$ cat src/rtl/spin_phase_sampler_if.sv
// Control and result handshake between the spin phase sampler and the
// host/readout logic. The host side (master) requests measurements and
// consumes results; the sampler side (slave) reports status and spins.
interface spin_phase_sampler_if #(
  parameter int N = 4
) ();
  logic         start;
  logic         abort;
  logic         out_ready;
  logic         busy;
  logic         out_valid;
  logic [N-1:0] spins;

  modport master (
    output start,
    output abort,
    output out_ready,
    input  busy,
    input  out_valid,
    input  spins
  );

  modport slave (
    input  start,
    input  abort,
    input  out_ready,
    output busy,
    output out_valid,
    output spins
  );
endinterface

$ cat src/rtl/spin_phase_sampler.sv
// Spin phase sampler: synchronizes N ring-oscillator taps and a reference
// oscillator, counts per-tap phase mismatches over a fixed window, and
// majority-decides each tap into one spin bit handed out over valid/ready.
module spin_phase_sampler #(
  parameter int N          = 4,
  parameter int WINDOW     = 16,
  parameter int SETTLE_CYC = 4
) (
  input  logic                   clk,
  input  logic                   ising_rstn,
  input  logic [N-1:0]           osc_in,
  input  logic                   ref_in,
  spin_phase_sampler_if.slave    bus
);

  // Counter width holds 0..WINDOW; a counter sees at most WINDOW increments.
  localparam int CW   = $clog2(WINDOW + 1);
  // Timer must hold the larger of SETTLE_CYC-1 and WINDOW-1.
  localparam int TMAX = (WINDOW > SETTLE_CYC) ? WINDOW : SETTLE_CYC;
  localparam int TW   = (TMAX > 1) ? $clog2(TMAX) : 1;

  localparam logic [TW-1:0] SETTLE_LOAD = TW'((SETTLE_CYC > 0) ? (SETTLE_CYC - 1) : 0);
  localparam logic [TW-1:0] WINDOW_LOAD = TW'(WINDOW - 1);
  // Decision threshold: a tap reads as 1 only with strictly more than half
  // of the window mismatched, so an exact tie on an even window gives 0.
  localparam logic [CW:0]   HALF        = (CW + 1)'(WINDOW / 2);

  typedef enum logic [1:0] {
    IDLE    = 2'd0,
    SETTLE  = 2'd1,
    MEASURE = 2'd2,
    HOLD    = 2'd3
  } state_t;

  state_t          state_q, state_d;
  logic [TW-1:0]   timer_q, timer_d;
  logic            decide;

  logic [N-1:0]    osc_s1, osc_s2;
  logic            ref_s1, ref_s2;
  logic [N-1:0]    mis;
  logic [CW-1:0]   cnt [N];
  logic [N-1:0]    spins_final;
  logic [N-1:0]    spins_q;

  // Two-flop synchronizers; taps and reference share the same depth so their
  // relative phase survives synchronization unchanged.
  // NOTE: non-blocking assignments make every flop sample the pre-edge value,
  // which is what turns these two statements into a two-stage chain rather
  // than a single wire-through.
  always_ff @(posedge clk or negedge ising_rstn) begin
    if (!ising_rstn) begin
      osc_s1 <= '0;
      osc_s2 <= '0;
      ref_s1 <= 1'b0;
      ref_s2 <= 1'b0;
    end else begin
      osc_s1 <= osc_in;
      osc_s2 <= osc_s1;
      ref_s1 <= ref_in;
      ref_s2 <= ref_s1;
    end
  end

  assign mis = osc_s2 ^ {N{ref_s2}};

  // State register and phase timer.
  always_ff @(posedge clk or negedge ising_rstn) begin
    if (!ising_rstn) begin
      state_q <= IDLE;
      timer_q <= '0;
    end else begin
      state_q <= state_d;
      timer_q <= timer_d;
    end
  end

  // Next-state, timer and decision strobe; abort overrides everything.
  // NOTE: every output of this block gets a default first, so no path leaves
  // a value unassigned and no latch is inferred.
  always_comb begin
    state_d = state_q;
    timer_d = timer_q;
    decide  = 1'b0;
    unique case (state_q)
      IDLE: begin
        if (bus.start) begin
          if (SETTLE_CYC == 0) begin
            state_d = MEASURE;
            timer_d = WINDOW_LOAD;
          end else begin
            state_d = SETTLE;
            timer_d = SETTLE_LOAD;
          end
        end
      end
      SETTLE: begin
        if (timer_q == '0) begin
          state_d = MEASURE;
          timer_d = WINDOW_LOAD;
        end else begin
          timer_d = timer_q - 1'b1;
        end
      end
      MEASURE: begin
        if (timer_q == '0) begin
          state_d = HOLD;
          decide  = 1'b1;
        end else begin
          timer_d = timer_q - 1'b1;
        end
      end
      HOLD: begin
        if (bus.out_ready) begin
          state_d = IDLE;
        end
      end
      default: state_d = IDLE;
    endcase
    if (bus.abort) begin
      state_d = IDLE;
      timer_d = '0;
      decide  = 1'b0;
    end
  end

  // Mismatch counters: accumulate only while measuring, otherwise held at
  // zero so every new measurement starts from a clean count.
  // NOTE: this is a small array of flops, not a RAM, so resetting it is
  // cheap and keeps the post-reset state fully defined.
  always_ff @(posedge clk or negedge ising_rstn) begin
    if (!ising_rstn) begin
      for (int i = 0; i < N; i++) cnt[i] <= '0;
    end else begin
      for (int i = 0; i < N; i++) begin
        if (state_q == MEASURE && !bus.abort) begin
          cnt[i] <= cnt[i] + CW'(mis[i]);
        end else begin
          cnt[i] <= '0;
        end
      end
    end
  end

  // Majority decision including the final cycle's mismatch sample.
  always_comb begin
    spins_final = '0;
    for (int i = 0; i < N; i++) begin
      spins_final[i] = (({1'b0, cnt[i]} + (CW + 1)'(mis[i])) > HALF);
    end
  end

  // Result register, written only on the MEASURE->HOLD transition.
  always_ff @(posedge clk or negedge ising_rstn) begin
    if (!ising_rstn) begin
      spins_q <= '0;
    end else if (decide) begin
      spins_q <= spins_final;
    end
  end

  assign bus.busy      = (state_q == SETTLE) || (state_q == MEASURE);
  assign bus.out_valid = (state_q == HOLD);
  assign bus.spins     = spins_q;

endmodule

$ cat src/flat_wrapper.sv
// flat-port wrapper written by rule: the top's interface ports become plain ports
module spin_phase_sampler_flat 
#(
  parameter int N          = 4,
  parameter int WINDOW     = 16,
  parameter int SETTLE_CYC = 4
)
  (clk, ising_rstn, osc_in, ref_in, bus_start, bus_abort, bus_out_ready, bus_busy, bus_out_valid, bus_spins);
  spin_phase_sampler_if #(.N(N)) bus_i ();
  input  logic clk;
  input  logic ising_rstn;
  input  logic [N-1:0] osc_in;
  input  logic ref_in;
  input wire logic [$bits(bus_i.start)-1:0] bus_start;
  input wire logic [$bits(bus_i.abort)-1:0] bus_abort;
  input wire logic [$bits(bus_i.out_ready)-1:0] bus_out_ready;
  output wire logic [$bits(bus_i.busy)-1:0] bus_busy;
  output wire logic [$bits(bus_i.out_valid)-1:0] bus_out_valid;
  output wire logic [$bits(bus_i.spins)-1:0] bus_spins;
  assign bus_i.start = bus_start;
  assign bus_i.abort = bus_abort;
  assign bus_i.out_ready = bus_out_ready;
  assign bus_busy = bus_i.busy;
  assign bus_out_valid = bus_i.out_valid;
  assign bus_spins = bus_i.spins;
  spin_phase_sampler #(.N(N), .WINDOW(WINDOW), .SETTLE_CYC(SETTLE_CYC)) u_core (.clk(clk), .ising_rstn(ising_rstn), .osc_in(osc_in), .ref_in(ref_in), .bus(bus_i));
endmodule
$ cat config.mk
export PLATFORM = sky130hd
export DESIGN_NAME = spin_phase_sampler_flat
export DESIGN_NICKNAME = d
export VERILOG_FILES = /design/src/rtl/spin_phase_sampler_if.sv /design/src/rtl/spin_phase_sampler.sv /design/src/flat_wrapper.sv
export SDC_FILE = /design/constraint.sdc
export NUM_CORES = 1
export LEC_CHECK = 0
export CAP_MARGIN = 20
export CORE_MARGIN = 2
export CORE_UTILIZATION = 30
export CTS_CLUSTER_DIAMETER = 50
export DETAILED_ROUTE_END_ITERATION = 7
export PLACE_DENSITY = 0.56
export SYNTH_ARGS = -nofsm -noshare
export SYNTH_HDL_FRONTEND = slang
export SYNTH_SLANG_ARGS = --single-unit
export TNS_END_PERCENT = 50
$ cat constraint.sdc
create_clock -name clk -period 2.6 [get_ports clk]
set_input_delay 0.78 -clock clk [delete_from_list [all_inputs] [get_ports clk]]
set_output_delay 0.78 -clock clk [all_outputs]
set_load 0.005 [all_outputs]
# Yosys cells after proc, flatten, opt, wreduce, memory -nomap -nowiden
# Index checks and enable logic that the tools add are counted.
# totals
reg_bits,40
input_bits,10
elab_cells,59
# op_classes
magnitude_cmp,4
muxes,18
eq_ne,8
n_reduce_logical,8
bitwise_logic,1
add_sub_neg,9
# op_table
cell,count
$add A5 B1 Y6,4
$gt A6 B4 Y1 const B,4
$add A5 B1 Y5,4
$mux W5,4
$mux W4,4
$pmux W4 S3,1
$mux W2,5
$ne A3 B3 Y1 const B,3
$pmux W2 S4,1
$ne A3 B2 Y1 const B,2
$eq A2 B2 Y1 const B,2
$logic_not A4 Y1,1
$reduce_and A4 Y1,1
$reduce_bool A4 Y1,1
$sub A4 B1 Y4 const B,1
$xor A4 B4 Y4,1
$mux W1,3
$reduce_and A3 Y1,1
$eq A2 B1 Y1 const B,1
$logic_not A2 Y1,1
$logic_and A1 B1 Y1,1
$logic_not A1 Y1,1
$logic_or A1 B1 Y1,1

# Longest topological paths before layout
# Gate-level depths: netlist (run 1).
# depth
depth_word,4
ltp_mapped,7

# Worst setup path after synthesis (run 1)
# Ideal clock, no wire load.
# synth_path
path_kind,flip-flop to flip-flop
startpoint,register u_core.ref_s2
endpoint,"register u_core.spins_q[2], in the netlist u_core.bus.spins[2]"
arrival_time_ps,1741
slack_ps,732
t_required_ps,2473
stages_incl_launch_ff,8
setup_time_ps,127
cell_sequence,dfrtp_1 > xor2_1 > ha_1 > ha_1 > or3_1 > a21oi_1 > a211o_1 > a31oi_1
# synth_via
elab_chain_cells,3
# synth_lines
element,line_no,rtl
"start, declared",spin_phase_sampler.sv:40,"logic ref_s1, ref_s2;"
"start signal, assigned",spin_phase_sampler.sv:61,ref_s2 <= ref_s1;
$xor A4 B4 Y4,spin_phase_sampler.sv:65,assign mis = osc_s2 ^ {N{ref_s2}};
$add A5 B1 Y6,spin_phase_sampler.sv:149,"spins_final[i] = (({1'b0, cnt[i]} + (CW + 1)'(mis[i])) > HALF);"
$gt A6 B4 Y1,spin_phase_sampler.sv:149,
"end signal, assigned",spin_phase_sampler.sv:158,spins_q <= spins_final;
"end, declared",spin_phase_sampler.sv:44,logic [N-1:0] spins_q;
# Every way passes these cells.
# A chain may end at the register's enable or synchronous reset.

# Worst setup path in the final report (run 1)
# layout_path
startpoint,register u_core.state_q[1]
endpoint,output bus_busy
# layout_via
elab_chain_cells,2
# layout_lines
element,line_no,rtl
"start, declared",spin_phase_sampler.sv:35,"state_t state_q, state_d;"
"start signal, assigned",spin_phase_sampler.sv:73,state_q <= state_d;
$eq A2 B1 Y1 / $eq A2 B2 Y1 (equally long branches),spin_phase_sampler.sv:162,assign bus.busy = (state_q == SETTLE) || (state_q == MEASURE);
$logic_or A1 B1 Y1 (*),spin_phase_sampler.sv:162,
"end, declared",flat_wrapper.sv:17,output wire logic [$bits(bus_i.busy)-1:0] bus_busy;
# Mark *: on every way between the ends. The rest lies on a longest branch, timed or not.

==> results of run 1 <==
worst paths after layout:
check                                           end  slack [ns]               from
min in group asynchronous         u_core.timer_q[0]        0.53         ising_rstn
worst min-delay path               u_core.osc_s2[3]        0.35   u_core.osc_s1[3]
worst max-delay path                       bus_busy        0.18  u_core.state_q[1]
worst min register to register     u_core.osc_s2[3]        0.35   u_core.osc_s1[3]
max in group asynchronous          u_core.osc_s2[0]        1.72         ising_rstn
worst max register to register  u_core.bus.spins[3]        0.59      u_core.ref_s2
metrics by stage:
| stage | setup slack [ns] | hold slack, ns | cells | util (%) | power [mW] |
|---|---|---|---|---|---|
| floorplan | 0.732 | 0.331 | 175 | - | 1.17 |
| global placement | 0.353 | 0.333 | 267 | 34.5 | 1.39 |
| detailed placement | 0.348 | 0.336 | 267 | 34.5 | 1.38 |
| CTS | 0.152 | 0.354 | 275 | 36.2 | 1.89 |
| global route | 0.111 | 0.363 | 275 | 36.2 | 2.00 |
| finish | 0.184 | 0.350 | 275 | 36.2 | 1.86 |
sequential cells by signal (all words and copies together) (netlist names):
signal	cells
u_core.bus.spins	4
u_core.osc_s1	4
u_core.ref_s2	1
u_core.cnt	20
u_core.ref_s1	1
u_core.state_q	2
u_core.osc_s2	4
u_core.timer_q	4
cell families (layout without fill, tap and decap cells):
logic type / Yosys count / after routing / share of synthesized area, %
simple gates: 59 / 59 / 15.2
compound gates: 30 / 30 / 11.5
xor+xnor: 16 / 16 / 7.29
fa+ha+maj: 14 / 14 / 9.11
flops: 40 / 40 / 52.0
mux: 4 / 4 / 2.08
buf+inv: 12 / 35 / 2.73
layer usage:
layer  vias to the layer above  part of all wire [%]
li1                        657                     -
met4                         0                   1.5
met1                       588                    51
met3                         5                   2.9
met5                         -                     0
met2                        13                    44
synthesized netlist by cell type (4+ instances only):
library cell  number
dfrtp_1           40
nor2_1            20
ha_1              14
inv_1             10
xor2_1            10
and2_1             8
nand2_1            8
nand3_1            8
xnor2_1            6
a21oi_1            5
a31oi_1            5
mux2i_1            4
worst reg2reg max path, stage by stage, from the launching register on:
cell and delay, ns:
dfrtp_1 0.44, xor2_1 0.19, ha_1 0.24, ha_1 0.32, or3_1 0.36, a21oi_1 0.15
a211o_1 0.11, a31oi_1 0.07
where the power goes:
group	switching, mW	total (mW)	internal, mW
Clock	0.212	0.497	0.285
Sequential	0.0630	0.774	0.711
Combinational	0.299	0.592	0.292
cell type report:
type / instances / area share, %
Sequential cell: 40 / 44.1
Multi-Input combinational cell: 123 / 38.3
Timing Repair Buffer: 17 / 7.05
Tap cell: 77 / 4.24
Clock buffer: 6 / 3.19
Inverter: 10 / 1.65
Clock inverter: 2 / 1.54
==> results.cfg, run 1 <==
[hold_path]
worstHoldPathCells = 0
hold_path.class = reg -> reg

[clock_network]
cts_resized = 0
cts.sinks = 40
clockBufferDepth = 2
cts_tree = done
clkTransAtPathRegs_ns = 0.07
holdBufCountCts = 0
cts_setup_buffers = 0
insertion_delay_ns = 0.29
ctsRootBufferMaster = clkbuf_8
numCtsBuffers = 5
cts_htree_levels = 2

[final_layout]
antenna_cells = 0
fill_cells = 640
layout_commonest_cell = dfrtp_1
multi_input_area_um2 = 870
layout.nets = 221
mostFrequentLayoutCells = dfrtp_1, nor2_1, ha_1, clkdlybuf4s50_1
stdcell_area_um2 = 2270
drive_above_1_share_pct = 7.07
register_area_um2 = 1000
area_growth_pct = 18.2

[timing]
fin_skew_ns = 0.00343
rsz0062_at_grt = false
period_share_pct = 92.9
fmax_mhz = 414
fin_tns_setup_ns = 0
relSlewSlack_pct = 67.0
worst_slew_pin_slew_ns = 0.495
report.final.slew_viol_count = 0
setup_viol = 0
timing_hold_violations_final = 0
period_needed_ns = 2.42

[setup_path]
critPathArrivalTime_ns = 1.64
worstSetupPathType = reg -> out
cp-start-kind = flop
critPathBufInv = 2
setup.worst_path.end_class = output pin
path_depth = 3
critical_path.max_stage_delay_ns = 0.52
path_cells = inv_1, ha_1, clkdlybuf4s50_1
cp_slowest_cell = clkdlybuf4s50_1
worstRegToRegCells = 7
cp_max_fo = 5
critPathRequiredTime_ns = 1.82
crit_family = buffers and inverters

[routing]
firstDrtPassIters = 3
drtAntennaViolNets = 0
drt_iter0_drc = 40
wl_per_cell_um = 11.7
vias_per_cell = 4.59
drcViolationCount = 0
drt_wl_total_um = 3210
vias = 1263

[placed_design]
place_congestion = 0.773
dp_hpwl_um = 2200
port_buffers = 15
placed_cell_area_um2 = 2160

[global_routing]
grt_start_max_net_pins = 41
grt_pass1_vias = 1277
grt_util_met2_pct = 15.3
antenna_found_initial = 0
grt_pass1_wl_um = 5760
grt.met1_usage_pct = 13.7
grt_usage_pct = 10.2
use_met3_pct = 3.07
overflow = 0
busiest_layer = met2

[die]
num_rows = 29
dieArea_um2 = 7070
core_area_um2 = 6280
die_w_um = 84.1
io_pins = 16
initial_core_util_pct = 30.6
die_h_um = 84.1

[yosys]
ys_seq_area_share_pct = 52.0
synthTopCellsByArea = dfrtp_1, ha_1, xor2_1, nor2_1, xnor2_1
synth_fp_nets = 199
synth_seq_cells = 40
synth-edff-count = 0
yosysWarnings = 0
synth_area_um2 = 1920
synth_area_per_cell_um2 = 11.0
ys_async_sr_fraction_pct = 100
syn_inst = 175
synth_cell_types = 35
synth.top_cell.area_share_pct = 52.0
synth_top_area_cell = dfrtp_1
ys.flop_type = dfrtp_1

[power]
peakVddDrop_uv = 313
powerDensity_nw_per_um2 = 820
total_leakage_power_nw = 1.01

[status]
status = finished clean

[job]
maxCapViolations = 0
(Power assumes the default switching activity.)
==> run 2, diff against run 1 <==
CORE_ASPECT_RATIO = 1.5   (was not set)
==> results.cfg, run 2 (synthesized netlist as in run 1, its figures left out) <==
[status]
status = finished clean

[die]
initial_core_util_pct = 31.1
io_pins = 16
dieArea_um2 = 7080
num_rows = 35
core_area_um2 = 6170
die_w_um = 69.4
die_h_um = 102

[setup_path]
worstSetupPathType = reg -> out
critPathRequiredTime_ns = 1.82
critPathArrivalTime_ns = 1.65
setup.worst_path.end_class = output pin
cp_max_fo = 5
critical_path.max_stage_delay_ns = 0.52
cp_slowest_cell = clkdlybuf4s50_1
cp-start-kind = flop
critPathBufInv = 2
crit_family = buffers and inverters
path_cells = inv_1, ha_1, clkdlybuf4s50_1

[timing]
fin_ws_ns = 0.170
rsz0062_at_grt = false
fin_skew_ns = 0.00910
fin_tns_setup_ns = 0
period_needed_ns = 2.43
worst_slew_pin_slew_ns = 0.504
relSlewSlack_pct = 66.3
period_share_pct = 93.5
fmax_mhz = 412
timing_hold_violations_final = 0
report.final.slew_viol_count = 0
setup_viol = 0

[routing]
drt_iter0_drc = 20
vias_per_cell = 4.80
drt_wl_total_um = 3440
wl_per_cell_um = 12.7
vias = 1305
firstDrtPassIters = 4
drtAntennaViolNets = 0
drcViolationCount = 0

[global_routing]
antenna_found_initial = 0
overflow = 0
grt_pass1_vias = 1338
grt_start_max_net_pins = 17
grt_pass1_wl_um = 5940
grt_usage_pct = 10.6

[final_layout]
largest_reg_flops = 20
drive_above_1_share_pct = 7.07
register_area_um2 = 1000
multi_input_area_um2 = 870
utilization_pct = 36.7
area_growth_pct = 18.0
largest-register = u_core.cnt
mostFrequentLayoutCells = dfrtp_1, nor2_1, ha_1, clkdlybuf4s50_1
fill_cells = 609
layout_commonest_cell = dfrtp_1
layout.nets = 221
antenna_cells = 0

[clock_network]
clkTransAtPathRegs_ns = 0.08
clockBufferDepth = 2
cts_setup_buffers = 0
cts_resized = 0
cts_tree = done
ctsRootBufferMaster = clkbuf_8
insertion_delay_ns = 0.29
holdBufCountCts = 0
cts.sinks = 40
numCtsBuffers = 5
cts_htree_levels = 2

[placed_design]
dp_hpwl_um = 2550
port_buffers = 15
place_congestion = 0.815
dp_slack_ns = 0.230

[power]
peakVddDrop_uv = 481
powerDensity_nw_per_um2 = 831
total_leakage_power_nw = 1.01

[hold_path]
hold_path.class = reg -> reg

[job]
maxCapViolations = 0
## run 2: cell counts in the layout (fill, tap and decap cells not counted)
No cell type changed its count.
## run 2: power by group
part           internal, mW  leakage [nW]  total (mW)  switching [mW]
sequential            0.711         0.523       0.787          0.0756
clock                 0.285        0.0552       0.496           0.211
combinational         0.295         0.432       0.602           0.307
total                  1.29          1.01        1.89           0.594
## run 2: cell type report
class,count,share of cell area [%]
clock buffers,6,3.20
multi-input cells,123,38.3
clock inverters,2,1.54
flip-flops and latches,40,44.1
inverters,10,1.65
well taps,74,4.08
repair buffers,17,7.06
## run 2: through the flow
step                area, µm²  std cells  power [mW]  hold WS, ns
CTS                      2270        272        1.91        0.344
finish                   2270        272        1.89        0.344
global placement         2160        264        1.40        0.333
detailed placement       2160        264        1.41        0.335
floorplan                1920        175        1.17        0.331
global route             2270        272        2.02        0.358
## run 2: metal layers
metal | wire length [µm] | global-route usage, %
met2 | 1820 | 19.4
met3 | 77 | 1.78
met4 | 67 | 5.88
met1 | 1480 | 11.8
met5 | 0 | 0
## run 2: final timing paths
kind                                  endpoint         startpoint  cells past startpoint  slack, ns
hold / removal                u_core.osc_s2[2]   u_core.osc_s1[2]                      0       0.34
setup / recovery                      bus_busy  u_core.state_q[0]                      3       0.17
hold reg to reg               u_core.osc_s2[2]   u_core.osc_s1[2]                      0       0.34
setup reg to reg           u_core.bus.spins[2]      u_core.ref_s2                      7       0.58
min in group asynchronous     u_core.osc_s2[2]         ising_rstn                      1       0.38
max in group asynchronous     u_core.osc_s2[3]         ising_rstn                      2       1.70
==> run 3, diff against run 2 <==
CTS_CLUSTER_SIZE = 8   (was not set)
GPL_TIMING_DRIVEN = 0   (was not set)
PLACE_DENSITY = 0.57   (was 0.56)
clock period = 2.2 ns   (was 2.6 ns; I/O delays follow)
==> results.cfg, run 3 (synthesized netlist as in run 1, its figures left out) <==
[clock_network]
cts_tree = done
ctsRootBufferMaster = clkbuf_8
cts.sinks = 40
clkTransAtPathRegs_ns = 0.08
numCtsBuffers = 5
cts_htree_levels = 2
clockBufferDepth = 2
insertion_delay_ns = 0.30
holdBufCountCts = 0

[power]
total_leakage_power_nw = 1.03
p_sw_uw = 704
power_frac_comb_pct = 35.3
peakVddDrop_uv = 666
powerDensity_nw_per_um2 = 950
switching_share_pct = 32.1
pwr-share-clk_pct = 23.2
p_seq_share_pct = 41.5
p_int_mw = 1.49

[final_layout]
stdcell_area_um2 = 2310
drive_above_1_share_pct = 8.96
largest-register = u_core.cnt
layout.nets = 224
instances_no_fill = 275
mostFrequentLayoutCells = dfrtp_1, nor2_1, ha_1, clkdlybuf4s50_1, xor2_1
utilization_pct = 37.4
layout_commonest_cell = dfrtp_1
area_growth_pct = 20.2
largest_reg_flops = 20
antenna_cells = 0

[timing]
period_share_pct = 97.1
setup_viol = 0
worst_slew_pin_slew_ns = 0.490
rsz0062_at_grt = false
report.final.slew_viol_count = 0
fin_skew_ns = 0.00615
timing_hold_violations_final = 0
holdWs_ns = 0.297
relSlewSlack_pct = 67.3
fin_tns_setup_ns = 0
period_needed_ns = 2.14
fmax_mhz = 468

[global_routing]
grt.met1_usage_pct = 12.5
overflow = 0
antenna_found_initial = 0
grt_util_met2_pct = 18.8
use_met3_pct = 2.27
grt_pass1_wl_um = 6120
grt_start_max_net_pins = 24
busiest_layer = met2
grt_pass1_vias = 1357
grt_usage_pct = 11.1

[setup_path]
cp-start-kind = flop
setup.worst_path.end_class = output pin
worstSetupPathType = reg -> out
critPathRequiredTime_ns = 1.54
cp_max_fo = 2
critPathArrivalTime_ns = 1.48

[placed_design]
place_congestion = 0.854
dp_hpwl_um = 2420
place_inst = 265
port_buffers = 15
placed_cell_area_um2 = 2190

[job]
maxCapViolations = 0

[die]
core_area_um2 = 6170
initial_core_util_pct = 31.1
io_pins = 16
die_h_um = 102
num_rows = 35
dieArea_um2 = 7080
die_w_um = 69.4

[routing]
wl_per_cell_um = 12.5
firstDrtPassIters = 4
drtAntennaViolNets = 0
drt_wl_total_um = 3430
vias_per_cell = 4.88
drt_iter0_drc = 54
vias = 1342
drcViolationCount = 0

[hold_path]
hold_path.class = in -> async

[status]
status = finished clean
==> run 3: stage by stage <==
step / setup slack [ns] / power [mW]
after floorplan: 0.332 / 1.38
after global placement: -0.570 / 1.64
after detailed placement: -0.155 / 1.65
after CTS: 0.00712 / 2.24
after global routing: 0.00198 / 2.37
final: 0.0638 / 2.20
==> run 3: what timing repair did <==
action	4_1_cts	5_1_grt
resized for setup	2	1
gates cloned	0	0
setup endpoints to repair	1	1
buffers inserted	2	0
==> run 3: worst paths after layout <==
check	endpoint	start	depth (start not counted)	slack, ns
setup / recovery	bus_out_valid	u_core.state_q[0]	3	0.06
hold / removal	u_core.cnt[2]	ising_rstn	1	0.30
setup reg to reg	u_core.bus.spins[2]	u_core.ref_s2	7	0.18
hold reg to reg	u_core.ref_s2	u_core.ref_s1	0	0.35
max in group asynchronous	u_core.osc_s2[0]	ising_rstn	2	1.45
min in group clk	u_core.ref_s2	u_core.ref_s1	0	0.35
==> run 3: area by class of cell <==
class	instances	area (µm²)
plain buffers	2	15.0
flip-flops and latches	40	1000
inverters	10	37.5
multi-input cells	123	882
well taps	74	92.6
clock inverters	1	7.51
repair buffers	18	190
fillers	605	3860
clock buffers	7	86.3
==> run 3: per-layer routing <==
metal / wire length (µm) / share of wire, %
met2: 1710 / 50
met1: 1500 / 44
met4: 111 / 3.2
met3: 113 / 3.3
met5: 0 / 0
==> run 3: critical path, stage by stage (launching register included) <==
cell and delay (ns):
dfrtp_1 0.40, buf_4 0.15, ha_1 0.20, clkdlybuf4s50_1 0.44
==> run 3: power groups by stage <==
stage,clock [mW],sequential (mW),combinational (mW)
6_report,0.510,0.911,0.775
5_1_grt,0.566,0.926,0.879
4_1_cts,0.534,0.911,0.791
3_5_place_dp,0,0.931,0.721
3_3_place_gp,0,0.931,0.713
2_1_floorplan,0,0.918,0.461
